File: src/rtl/sru_bitstream_pkg.sv
`default_nettype none
// ============================================================================
// Module      : sru_bitstream_pkg
// Description : Shared definitions for the SRU configuration bitstream link
//               (FSM encodings, bit-order names, width derivation helpers).
// Revision    : 1.0 - initial release
// ============================================================================
package sru_bitstream_pkg;

  localparam logic [1:0] ST_IDLE  = 2'd0;
  localparam logic [1:0] ST_SHIFT = 2'd1;
  localparam logic [1:0] ST_GAP   = 2'd2;

  localparam bit c_BIT_ORDER_LSB_FIRST = 1'b0;
  localparam bit c_BIT_ORDER_MSB_FIRST = 1'b1;

  localparam int c_DEFAULT_NUM_NETS     = 16;
  localparam int c_DEFAULT_BITS_PER_NET = 4;

  // Both link ends derive the word width from the same net geometry.
  function automatic int cfgSizeFor(input int numNets, input int bitsPerNet);
    return numNets * bitsPerNet;
  endfunction

  // Width needed to hold 0..maxVal, never narrower than one bit.
  function automatic int cntWidth(input int maxVal);
    return (maxVal < 1) ? 1 : $clog2(maxVal + 1);
  endfunction

endpackage
`default_nettype wire

File: src/rtl/sru_bitstream_serializer.sv
`default_nettype none
// ============================================================================
// Module      : sru_bitstream_serializer
// Description : Shifts a parallel SRU configuration word out on a serial line
//               with a valid strobe; supports pause, abort and a guard gap.
// Revision    : 1.0 - initial release
// ============================================================================
module sru_bitstream_serializer
  import sru_bitstream_pkg::*;
#(
  parameter int CFG_SIZE   = cfgSizeFor(c_DEFAULT_NUM_NETS, c_DEFAULT_BITS_PER_NET),
  parameter bit MSB_FIRST  = c_BIT_ORDER_LSB_FIRST,
  parameter int GAP_CYCLES = 2
) (
  input  logic                clk,
  input  logic                rst,
  input  logic [CFG_SIZE-1:0] CfgIn,
  input  logic                Start,
  input  logic                Pause,
  input  logic                Abort,
  output logic                SerialOut,
  output logic                StreamValid,
  output logic                Busy,
  output logic                Done
);

  localparam int c_BIT_CNT_W = cntWidth(CFG_SIZE - 1);
  localparam int c_GAP_CNT_W = cntWidth(GAP_CYCLES);
  localparam logic [c_BIT_CNT_W-1:0] c_BIT_CNT_LOAD = c_BIT_CNT_W'(CFG_SIZE - 1);
  localparam logic [c_BIT_CNT_W-1:0] c_BIT_CNT_ONE  = c_BIT_CNT_W'(1);
  localparam logic [c_GAP_CNT_W-1:0] c_GAP_CNT_LOAD = c_GAP_CNT_W'(GAP_CYCLES);
  localparam logic [c_GAP_CNT_W-1:0] c_GAP_CNT_ONE  = c_GAP_CNT_W'(1);
  localparam bit c_HAS_GAP = (GAP_CYCLES != 0);

  logic [1:0]             r_state;
  logic [1:0]             w_stateNext;
  logic [CFG_SIZE-1:0]    r_shift;
  logic [CFG_SIZE-1:0]    w_shiftNext;
  logic [c_BIT_CNT_W-1:0] r_bitCnt;
  logic [c_BIT_CNT_W-1:0] w_bitCntNext;
  logic [c_GAP_CNT_W-1:0] r_gapCnt;
  logic [c_GAP_CNT_W-1:0] w_gapCntNext;
  logic                   r_serial;
  logic                   w_serialNext;
  logic                   r_valid;
  logic                   w_validNext;
  logic                   r_busy;
  logic                   r_done;
  logic                   w_doneNext;

  logic                   w_firstBit;
  logic                   w_nextBit;
  logic [CFG_SIZE-1:0]    w_shiftLoad;
  logic [CFG_SIZE-1:0]    w_shiftStep;

  // The shift register holds only the bits not yet driven onto the line.
  generate
    if (MSB_FIRST == c_BIT_ORDER_MSB_FIRST) begin : g_msbFirst
      assign w_firstBit  = CfgIn[CFG_SIZE-1];
      assign w_shiftLoad = {CfgIn[CFG_SIZE-2:0], 1'b0};
      assign w_nextBit   = r_shift[CFG_SIZE-1];
      assign w_shiftStep = {r_shift[CFG_SIZE-2:0], 1'b0};
    end else begin : g_lsbFirst
      assign w_firstBit  = CfgIn[0];
      assign w_shiftLoad = {1'b0, CfgIn[CFG_SIZE-1:1]};
      assign w_nextBit   = r_shift[0];
      assign w_shiftStep = {1'b0, r_shift[CFG_SIZE-1:1]};
    end
  endgenerate

  always_ff @(posedge clk or posedge rst) begin
    if (rst) begin
      r_state  <= ST_IDLE;
      r_shift  <= '0;
      r_bitCnt <= '0;
      r_gapCnt <= '0;
      r_serial <= 1'b0;
      r_valid  <= 1'b0;
      r_busy   <= 1'b0;
      r_done   <= 1'b0;
    end else begin
      r_state  <= w_stateNext;
      r_shift  <= w_shiftNext;
      r_bitCnt <= w_bitCntNext;
      r_gapCnt <= w_gapCntNext;
      r_serial <= w_serialNext;
      r_valid  <= w_validNext;
      r_busy   <= (w_stateNext != ST_IDLE);
      r_done   <= w_doneNext;
    end
  end

  always_comb begin
    w_stateNext = r_state;
    if (Abort) begin
      w_stateNext = ST_IDLE;
    end else begin
      case (r_state)
        ST_IDLE:  if (Start) w_stateNext = ST_SHIFT;
        ST_SHIFT: if (r_bitCnt == '0) w_stateNext = c_HAS_GAP ? ST_GAP : ST_IDLE;
        ST_GAP:   if (r_gapCnt <= c_GAP_CNT_ONE) w_stateNext = ST_IDLE;
        default:  w_stateNext = ST_IDLE;
      endcase
    end
  end

  always_comb begin
    w_shiftNext  = r_shift;
    w_bitCntNext = r_bitCnt;
    w_gapCntNext = r_gapCnt;
    w_serialNext = r_serial;
    w_validNext  = 1'b0;
    w_doneNext   = 1'b0;
    if (Abort) begin
      w_bitCntNext = '0;
      w_gapCntNext = '0;
    end else begin
      case (r_state)
        ST_IDLE: begin
          if (Start) begin
            w_serialNext = w_firstBit;
            w_validNext  = 1'b1;
            w_shiftNext  = w_shiftLoad;
            w_bitCntNext = c_BIT_CNT_LOAD;
          end
        end
        ST_SHIFT: begin
          // A zero count means the final bit is already on the line.
          if (r_bitCnt == '0) begin
            if (c_HAS_GAP) w_gapCntNext = c_GAP_CNT_LOAD;
            else           w_doneNext   = 1'b1;
          end else if (!Pause) begin
            w_serialNext = w_nextBit;
            w_validNext  = 1'b1;
            w_shiftNext  = w_shiftStep;
            w_bitCntNext = r_bitCnt - c_BIT_CNT_ONE;
          end
        end
        ST_GAP: begin
          if (r_gapCnt <= c_GAP_CNT_ONE) begin
            w_gapCntNext = '0;
            w_doneNext   = 1'b1;
          end else begin
            w_gapCntNext = r_gapCnt - c_GAP_CNT_ONE;
          end
        end
        default: begin
          w_bitCntNext = '0;
          w_gapCntNext = '0;
        end
      endcase
    end
  end

  assign SerialOut   = r_serial;
  assign StreamValid = r_valid;
  assign Busy        = r_busy;
  assign Done        = r_done;

endmodule
`default_nettype wire

File: config.mk
export PLATFORM = sky130hd
export DESIGN_NAME = sru_bitstream_serializer
export DESIGN_NICKNAME = d
export VERILOG_FILES = /design/src/rtl/sru_bitstream_pkg.sv /design/src/rtl/sru_bitstream_serializer.sv
export SDC_FILE = /design/constraint.sdc
export NUM_CORES = 1
export LEC_CHECK = 0
export ABC_AREA = 1
export CAP_MARGIN = 10
export CORE_MARGIN = 1.5
export CORE_UTILIZATION = 35
export CTS_CLUSTER_DIAMETER = 50
export DETAILED_ROUTE_END_ITERATION = 10
export GPL_TIMING_DRIVEN = 0
export PLACE_DENSITY = 0.54
export SLEW_MARGIN = 10
export SYNTH_ARGS = -nofsm -noshare
export SYNTH_HDL_FRONTEND = slang
export SYNTH_SLANG_ARGS = --single-unit
File: constraint.sdc
create_clock -name clk -period 2.5 [get_ports clk]
set_input_delay 0.5 -clock clk [delete_from_list [all_inputs] [get_ports clk]]
set_output_delay 0.5 -clock clk [all_outputs]
set_load 0.005 [all_outputs]
==> results.json <==
{
  "worst_path_max_delay_cell": "dfrtp_1",
  "grt_max_degree": 43,
  "max_freq_mhz": 528,
  "fin_nets": 753,
  "layout_common_cells": "nand2_1 (352), dfrtp_1 (77), clkdlybuf4s50_1 (72)",
  "path_max_fanout": 10,
  "hold_buffers": 0,
  "place_congestion": 0.805,
  "start_util_pct": 35.6,
  "p_total_mw": 5.18,
  "drv_slew": 0,
  "worstSkewPairLatency_ns": 0.33,
  "cts_buffers": 9,
  "hold_path.class": "reg -> reg",
  "fin_tns_setup_ns": 0,
  "htreeDepth": 3,
  "max_slew_margin_pct": 66.8,
  "crit_family": "buffers and inverters",
  "synth_flop_cell": "dfrtp_1",
  "setup_violations": 0,
  "detail_route.wl_per_cell_um": 12.2,
  "ios": 73,
  "drt-initial-drc-count": 187,
  "areaGrowthSynthToFinish_pct": 28.2,
  "wl_met2_um": 4810,
  "worst-path-buf-inv": 5,
  "endpoint_kind": "flip-flop",
  "wl_met3_um": 520,
  "cts_resized": 0,
  "synthCells": 594,
  "track_usage_pct": 16.5,
  "post-place-cells": 839,
  "maxUsedRoutingLayer": "met4",
  "power_density_nw_per_um2": 903,
  "firstDrtPassIters": 4,
  "fill_cells": 1285,
  "crit_type": "reg -> reg",
  "ys_seq_area_share_pct": 43.1,
  "rows": 41,
  "fin_crit_sh_pct": 75.8,
  "async_flop_share_pct": 100,
  "final_common_cell": "nand2_1",
  "leakagePower_nw": 2.99,
  "hpwl_um": 7260,
  "core_um2": 12600,
  "post-route-drc-count": 0,
  "synth_nets": 669,
  "n_antenna_cell": 0,
  "ys_seq_elements": 77,
  "crit_path_cell_trace": "inv_1 > ha_1 > buf_4 > inv_2 > buf_2 > buf_4 > nand2_1 > nand3b_1 > nand2_1",
  "arrival_ns": 2.16,
  "drv_cap": 0,
  "place_area_um2": 5440,
  "dieArea_um2": 13500,
  "skew_ns": 0.00391,
  "drt-met1-wl_um": 5000,
  "routed_wl_um": 10500,
  "drive_gt1_share_pct": 14.2,
  "clk_pin_slew_ns": 0.06,
  "cts_tree": "done",
  "grt.overflow.total": 0,
  "grt_pass1_vias": 3655,
  "cts_num_sinks": 77,
  "vdd_drop_max_uv": 417,
  "avgSynthCellArea_um2": 7.53,
  "fin_cells": 855,
  "start_kind": "flip-flop",
  "hold_violations": 0,
  "cts_setup_buffers": 0,
  "grt_pass1_wl_um": 17400,
  "fp.dieW_um": 116,
  "synth_area_um2": 4480,
  "status": "completed",
  "final_cell_area_um2": 5740,
  "synth_edf_count": 0,
  "ys_warn_count": 0,
  "cp_slowest_stage_delay_ns": 0.39,
  "port_buffers": 72,
  "detail_route.vias_per_cell": 4.55,
  "worst_slew_pin_slew_ns": 0.499,
  "cts_root_buf": "clkbuf_16",
  "worstPathRequired_ns": 2.77,
  "clock_path_buffers": 2,
  "die_y_um": 116,
  "ys_types": 25,
  "ant_nets": 0,
  "rsz0062_at_grt": "no",
  "period_minus_slack_ns": 1.89,
  "antenna_found_initial": 0,
  "dr_total_vias": 3892
}
-- area by class of cell --
class / count / area, um^2 / area share [%]
inverters: 17 / 66.3 / 1.16
clock buffers: 13 / 280 / 4.88
plain buffers: 35 / 312 / 5.43
well taps: 172 / 215 / 3.75
clock inverters: 3 / 17.5 / 0.305
multi-input cells: 465 / 2170 / 37.9
repair buffers: 73 / 748 / 13.0
flip-flops and latches: 77 / 1930 / 33.6
-- layer usage --
metal / vias to the layer above / GRT usage, %
li1: 2011 / -
met2: 86 / 26.6
met5: - / 0
met1: 1782 / 22.1
met4: 0 / 5.12
met3: 13 / 3.82
-- per-stage QoR --
stage / setup slack, ns / util, % / hold slack (ns)
5_1_grt: 0.449 / 45.7 / 0.485
3_3_place_gp: -1.49 / 43.1 / 0.452
6_report: 0.606 / 45.7 / 0.468
3_5_place_dp: 0.356 / 43.3 / 0.458
4_1_cts: 0.565 / 45.7 / 0.473
2_1_floorplan: 0.0333 / - / 0.442
-- final timing paths --
kind                        startpoint     endpoint  slack, ns  cells after the start
min reg2reg                r_shift[36]  r_shift[36]       0.47                      2
max in group asynchronous          rst  r_shift[61]       1.37                      3
min                        r_shift[36]  r_shift[36]       0.47                      2
min in group asynchronous          rst  r_shift[32]       0.56                      2
max reg2reg                 r_state[1]  r_shift[62]       0.61                      9
max                         r_state[1]  r_shift[62]       0.61                      9
-- where the power goes --
part | total (mW) | internal, mW | switching [mW]
registers | 2.03 | 1.76 | 0.279
clock network | 1.28 | 0.777 | 0.500
logic | 1.87 | 0.786 | 1.09
total | 5.18 | 3.32 | 1.87
-- sequential cells by signal, summed over array words and instances, names as in the netlist --
signal and cells:
r_shift 63, r_bitCnt 6, r_gapCnt 2, r_state 2, Busy 1, Done 1
SerialOut 1, StreamValid 1
-- Yosys cell counts (2+ instances only) --
master | count | share of area (%)
o21ai_0 | 6 | 0.67
clkbuf_8 | 4 | 1.2
clkbuf_1 | 5 | 0.42
nor2_1 | 5 | 0.42
buf_2 | 14 | 1.6
nand3_2 | 42 | 9.4
nor2_4 | 2 | 0.50
buf_4 | 5 | 0.84
ha_1 | 6 | 1.7
nand2_1 | 352 | 30
dfrtp_1 | 77 | 43
nand3_1 | 38 | 4.2
nand2_4 | 2 | 0.50
inv_1 | 15 | 1.3
nand4_1 | 2 | 0.28
buf_12 | 5 | 2.2
buf_8 | 2 | 0.67
a21oi_1 | 5 | 0.56
-- logic make-up (layout without fill, tap and decap cells) --
| logic type | after synthesis | after routing | share of synthesized area (%) |
|---|---|---|---|
| simple gates | 447 | 447 | 45.5 |
| compound gates | 12 | 12 | 1.43 |
| buf+inv | 52 | 141 | 8.39 |
| fa+ha+maj | 6 | 6 | 1.68 |
| flops | 77 | 77 | 43.1 |
-- worst reg2reg max path, delay by kind of cell (launching register included) --
kind          cells  cell delay [ns]
simple gates      3             0.28
buf+inv           5             0.98
flops             1             0.39
fa+ha+maj         1             0.18
(Power assumes the default switching activity.)
==> RTL change 1: new RTL, same flow settings <==
Set the parameter `GAP_CYCLES` to 4 (it was 2).
--- a/src/rtl/sru_bitstream_serializer.sv
+++ b/src/rtl/sru_bitstream_serializer.sv
@@ -11,5 +11,5 @@
   parameter int CFG_SIZE   = cfgSizeFor(c_DEFAULT_NUM_NETS, c_DEFAULT_BITS_PER_NET),
   parameter bit MSB_FIRST  = c_BIT_ORDER_LSB_FIRST,
-  parameter int GAP_CYCLES = 2
+  parameter int GAP_CYCLES = 4
 ) (
   input  logic                clk,
Check against the original RTL: no difference found for any inputs over 10 cycles, from zero or initial values and one cycle with rst high; that may be too few to reach the edited logic, so the function may still have changed.
==> RTL change 1 against the unedited design <==
Clock power fell by 3%; cell area is 3.3% higher; largest power group unchanged; combinational power up 2%; via count is 4.5% higher; sequential cell count grew 1; synthesized area is 4.6% higher; total power increased by 0.50%; fmax up 0.46%; clock skew rose by 8.8 ps; first-iteration DRC count is 51% higher; wire length rose by 5.7%; worst setup slack improved by 8.7 ps; global-route usage increased by 0.73 points; die area rose by 4.5%.
==> RTL change 1: results (changes against the unedited design) <==
| Metric | Value |
|---|---|
| Non-clk buf share | `0.170 (-0.0144)` |
| Vias per cell | `4.61 (+1.3%)` |
| Critical Path Sink | `r_shift[7]` |
| Sequential area share after synthesis | `0.417 (-0.0135)` |
| Bufs w/o clock | `109 (+0.93%)` |
| Filler instances | `1,331 (+3.6%)` |
| # clock sinks | `78 (+1.3%)` |
| Adder-cell share of the synthesized area | `0.0214 (+0.00461)` |
| Post-Route WL | `11.1 mm (+5.7%)` |
| Top flop regs | `r_shift (63), r_bitCnt (6), r_gapCnt (3)` |
| Worst vdd ir | `320 uV (-23%)` |
| Largest net degree at the start of global routing | `57 (+33%)` |
| Top FF cell, synth | `dfrtp_1` |
| Leakage power figure | `3.04 nW (+1.8%)` |
| Clock Latency Late Sink | `350 ps (+20 ps)` |
| Initial antenna violation count | `0 (unchanged)` |
| Hold Crit Class | `input port to async pin` |
| Core ar. | `13,100 um^2 (+4.5%)` |
| Crit start category | `flip-flop` |
| Slew @ Worst Pin | `499 ps (+0.315 ps)` |
| Synth Area in Compound Gates | `0.0118 (-0.00250)` |
| Yosys Warn Count | `0 (unchanged)` |
| Outcome | `complete, no violations` |
| Multi-In Gates | `483 (+3.9%)` |
| R2R depth | `10 (+1)` |
| Detailed Route Iter0 Violations | `282 (+51%)` |
| Synth unique cells | `24 (-4.0%)` |
| Nets | `778 (+3.3%)` |
| Clock network share of area | `0.0470 (-0.00484)` |
| Max_cap viols | `0 (unchanged)` |
| First-pass GRT wire length | `19.5 mm (+12%)` |
| Setup Skew | `12.7 ps (+8.84 ps)` |
| Final hold slack | `469 ps (+0.830 ps)` |
| Logic inverters | `20 (+3)` |
| Routability cong. | `0.833 (+3.5%)` |
| Footprint of the multi-input gates | `2390 um^2 (+10%)` |
| DP HPWL | `7.74 mm (+6.7%)` |
| Area contributors post-synth | `dfrtp_1 42%, nand2_1 29%, nand3_2 13%` |
| Reg2Reg Setup Slack | `610 ps` |
| Post-synth top cells | `360 x nand2_1, 78 x dfrtp_1, 60 x nand3_2` |
| Gr usage total | `0.172 (+0.00733)` |
| Syn Nets | `694 (+3.7%)` |
| XOR/XNOR Fraction of Synth Area | `0.00187 (+0.00187)` |
| Seq/total area | `0.329 (-0.00662)` |
| Vias in the first global route | `4,118 (+13%)` |
| Layout cells sized above 1 | `0.167 (+0.0251)` |
| RR Startpoint | `r_state[1]` |
[RTL change 1: report_power, final]
part / switching, mW / internal [mW]
Combinational: 1.15 / 0.760
Sequential: 0.285 / 1.77
Clock: 0.514 / 0.725
[RTL change 1: metrics by stage]
| step | TNS [ps] | instance area (um^2) | cells | setup WS (ps) | power [mW] |
|---|---|---|---|---|---|
| floorplan | 0 | 4680 | 617 | 4.97 | 3.47 |
| global placement | -119660 | 5620 | 865 | -1540 | 3.95 |
| detailed placement | 0 | 5650 | 866 | 484 | 4.01 |
| CTS | 0 | 5930 | 882 | 573 | 5.29 |
| global route | 0 | 5930 | 882 | 438 | 5.65 |
| finish | 0 | 5930 | 882 | 614 | 5.21 |
[RTL change 1: routing by layer]
layer  track usage  routed length (um)
met3        0.0280                 283
met5             0                   0
met4        0.0753                 194
met2         0.283                5450
met1         0.224                5140
==> RTL change 2: new RTL, same settings <==
Without the edit above. `r_shift` no longer has a reset.
--- a/src/rtl/sru_bitstream_serializer.sv
+++ b/src/rtl/sru_bitstream_serializer.sv
@@ -72,5 +72,4 @@
     if (rst) begin
       r_state  <= ST_IDLE;
-      r_shift  <= '0;
       r_bitCnt <= '0;
       r_gapCnt <= '0;
@@ -81,5 +80,4 @@
     end else begin
       r_state  <= w_stateNext;
-      r_shift  <= w_shiftNext;
       r_bitCnt <= w_bitCntNext;
       r_gapCnt <= w_gapCntNext;
@@ -89,4 +87,8 @@
       r_done   <= w_doneNext;
     end
+  end
+
+  always_ff @(posedge clk) begin
+    r_shift <= w_shiftNext;
   end
 
Function: same outputs for any inputs over 10 cycles, from zero or initial values and one cycle with rst high; that may be too few to reach the edited logic, so the function may still have changed.
==> RTL change 2 against the unedited design <==
Critical path depth shrank 1; clock skew grew 8.5 ps; worst setup slack worse by 50 ps; global-route usage shrank 2.1 points; synthesized cell count decreased by 36%; cell area shrank 18%; wire length down 31%; sequential cell count unchanged; synthesized area fell by 20%; via count shrank 31%; non-clock buffer count fell by 18; largest cell class is now sequential cells.
Power is not compared: it rests on default switching activity, and its combinational part moved more than twofold at a synthesized area within 25%.
==> RTL change 2: results (changes against the unedited design) <==
| Metric | Value |
|---|---|
| Post-cts sizing count | `0 (unchanged)` |
| Sequential power | `1.73 mW` |
| Fin. max-slew vios | `0 (unchanged)` |
| Final hold slack | `480 ps (+11.7 ps)` |
| Gr usage total | `0.144 (-0.0213)` |
| Max FO, Critical Path | `25 (+15)` |
| Placed cell count | `590 (-30%)` |
| Top flop regs | `r_shift (63), r_bitCnt (6)` |
| Post-synth top cells | `217 x nand2_1, 63 x edfxtp_1, 16 x inv_1` |
| Syn Nets | `458 (-32%)` |
| Clock Latency Late Sink | `360 ps (+30 ps)` |
| Routability cong. | `0.781 (-3.0%)` |
| Post-synth EDFFs | `63 (+63)` |
| XOR/XNOR Fraction of Synth Area | `0 (unchanged)` |
| Layout Cells excl Fill | `607 (-29%)` |
| Worst vdd ir | `294 uV` |
| Slew @ Worst Pin | `540 ps (+41.1 ps)` |
| Place WS | `-144 ps (-500 ps)` |
| TritonCTS Buffers | `9 (unchanged)` |
| Final period demand of the worst path | `1940 ps (+50.1 ps)` |
| Top FF cell, synth | `edfxtp_1` |
| Root Driver | `clkbuf_8` |
| Adder-cell share of the synthesized area | `0.0209 (+0.00412)` |
| First-pass GRT wire length | `12.4 mm (-28%)` |
| Mux cell area share after synthesis | `0 (unchanged)` |
| Filler instances | `965 (-25%)` |
| Vias in the first global route | `2,675 (-27%)` |
| Sequential area share after synthesis | `0.624 (+0.193)` |
| Hold Crit Class | `flip-flop to flip-flop` |
| Power Total | `3.46 mW` |
| H-tree levels | `3 (unchanged)` |
| CP max-delay cell | `dfrtp_1` |
| CTS clock-pin slew for the worst setup and hold paths | `90 ps (+30 ps)` |
| Detailed Route Iter0 Violations | `108 (-42%)` |
| WP data arrival | `2000 ps (-160 ps)` |
| Initial antenna violation count | `0 (unchanged)` |
| DP Area | `4530 um^2 (-17%)` |
| # diodes | `0 (unchanged)` |
| Internal power | `2.38 mW` |
| Largest net degree at the start of global routing | `26 (-40%)` |
| Outcome | `complete, no violations` |
| Setup Skew | `12.4 ps (+8.51 ps)` |
| Layout cells sized above 1 | `0.103 (-0.0386)` |
| Drt first pass iters | `4 (unchanged)` |
| Nets | `544 (-28%)` |
| Final core utilization | `0.479 (+0.0222)` |
| Vias per cell | `4.44 (-2.4%)` |
| Syn avg cell area | `9.38 um^2 (+25%)` |
| Post-synthesis async set-or-reset flop share | `0.182 (-0.818)` |
| Post-Route WL | `7.28 mm (-31%)` |
| Reg2Reg Setup Slack | `560 ps (-50 ps)` |
| DP HPWL | `5.16 mm (-29%)` |
| I/O Buffers | `72 (unchanged)` |
| Area contributors post-synth | `edfxtp_1 53%, nand2_1 23%, dfrtp_1 9.7%` |
| Max Buffers Root-to-Sink | `2 (unchanged)` |
| Synth Area in Compound Gates | `0.0310 (+0.0167)` |
| CP max stage delay | `410 ps (+20 ps)` |
| Synth unique cells | `25 (unchanged)` |
## RTL change 2: per-layer routing
metal / up-vias / routed length (um) / track usage
met2: 52 / 3190 / 0.218
met1: 1233 / 3620 / 0.191
met4: 0 / 138 / 0.0694
li1: 1403 / - / -
met5: - / 0 / 0
met3: 9 / 325 / 0.0363
## RTL change 2: final cells by class
cell class                 instances  area (um^2)  share of cell area
sequential                        77         2240               0.475
multi-input combinational        271         1200               0.254
timing repair buffer              75          776               0.164
tap                              133          166              0.0352
clock buffer                       9          124              0.0262
buffer                            15         81.3              0.0172
inverter                          20         77.6              0.0164
clock inverter                     7         58.8              0.0125
## RTL change 2: worst paths after layout
kind	start	endpoint	depth (start not counted)
setup / recovery	r_state[0]	r_shift[38]	8
hold / removal	r_gapCnt[1]	Done	1
min in group asynchronous	rst	Done	2
hold reg to reg	r_gapCnt[1]	Done	1
max in group asynchronous	rst	r_bitCnt[1]	2
setup reg to reg	r_state[0]	r_shift[38]	8
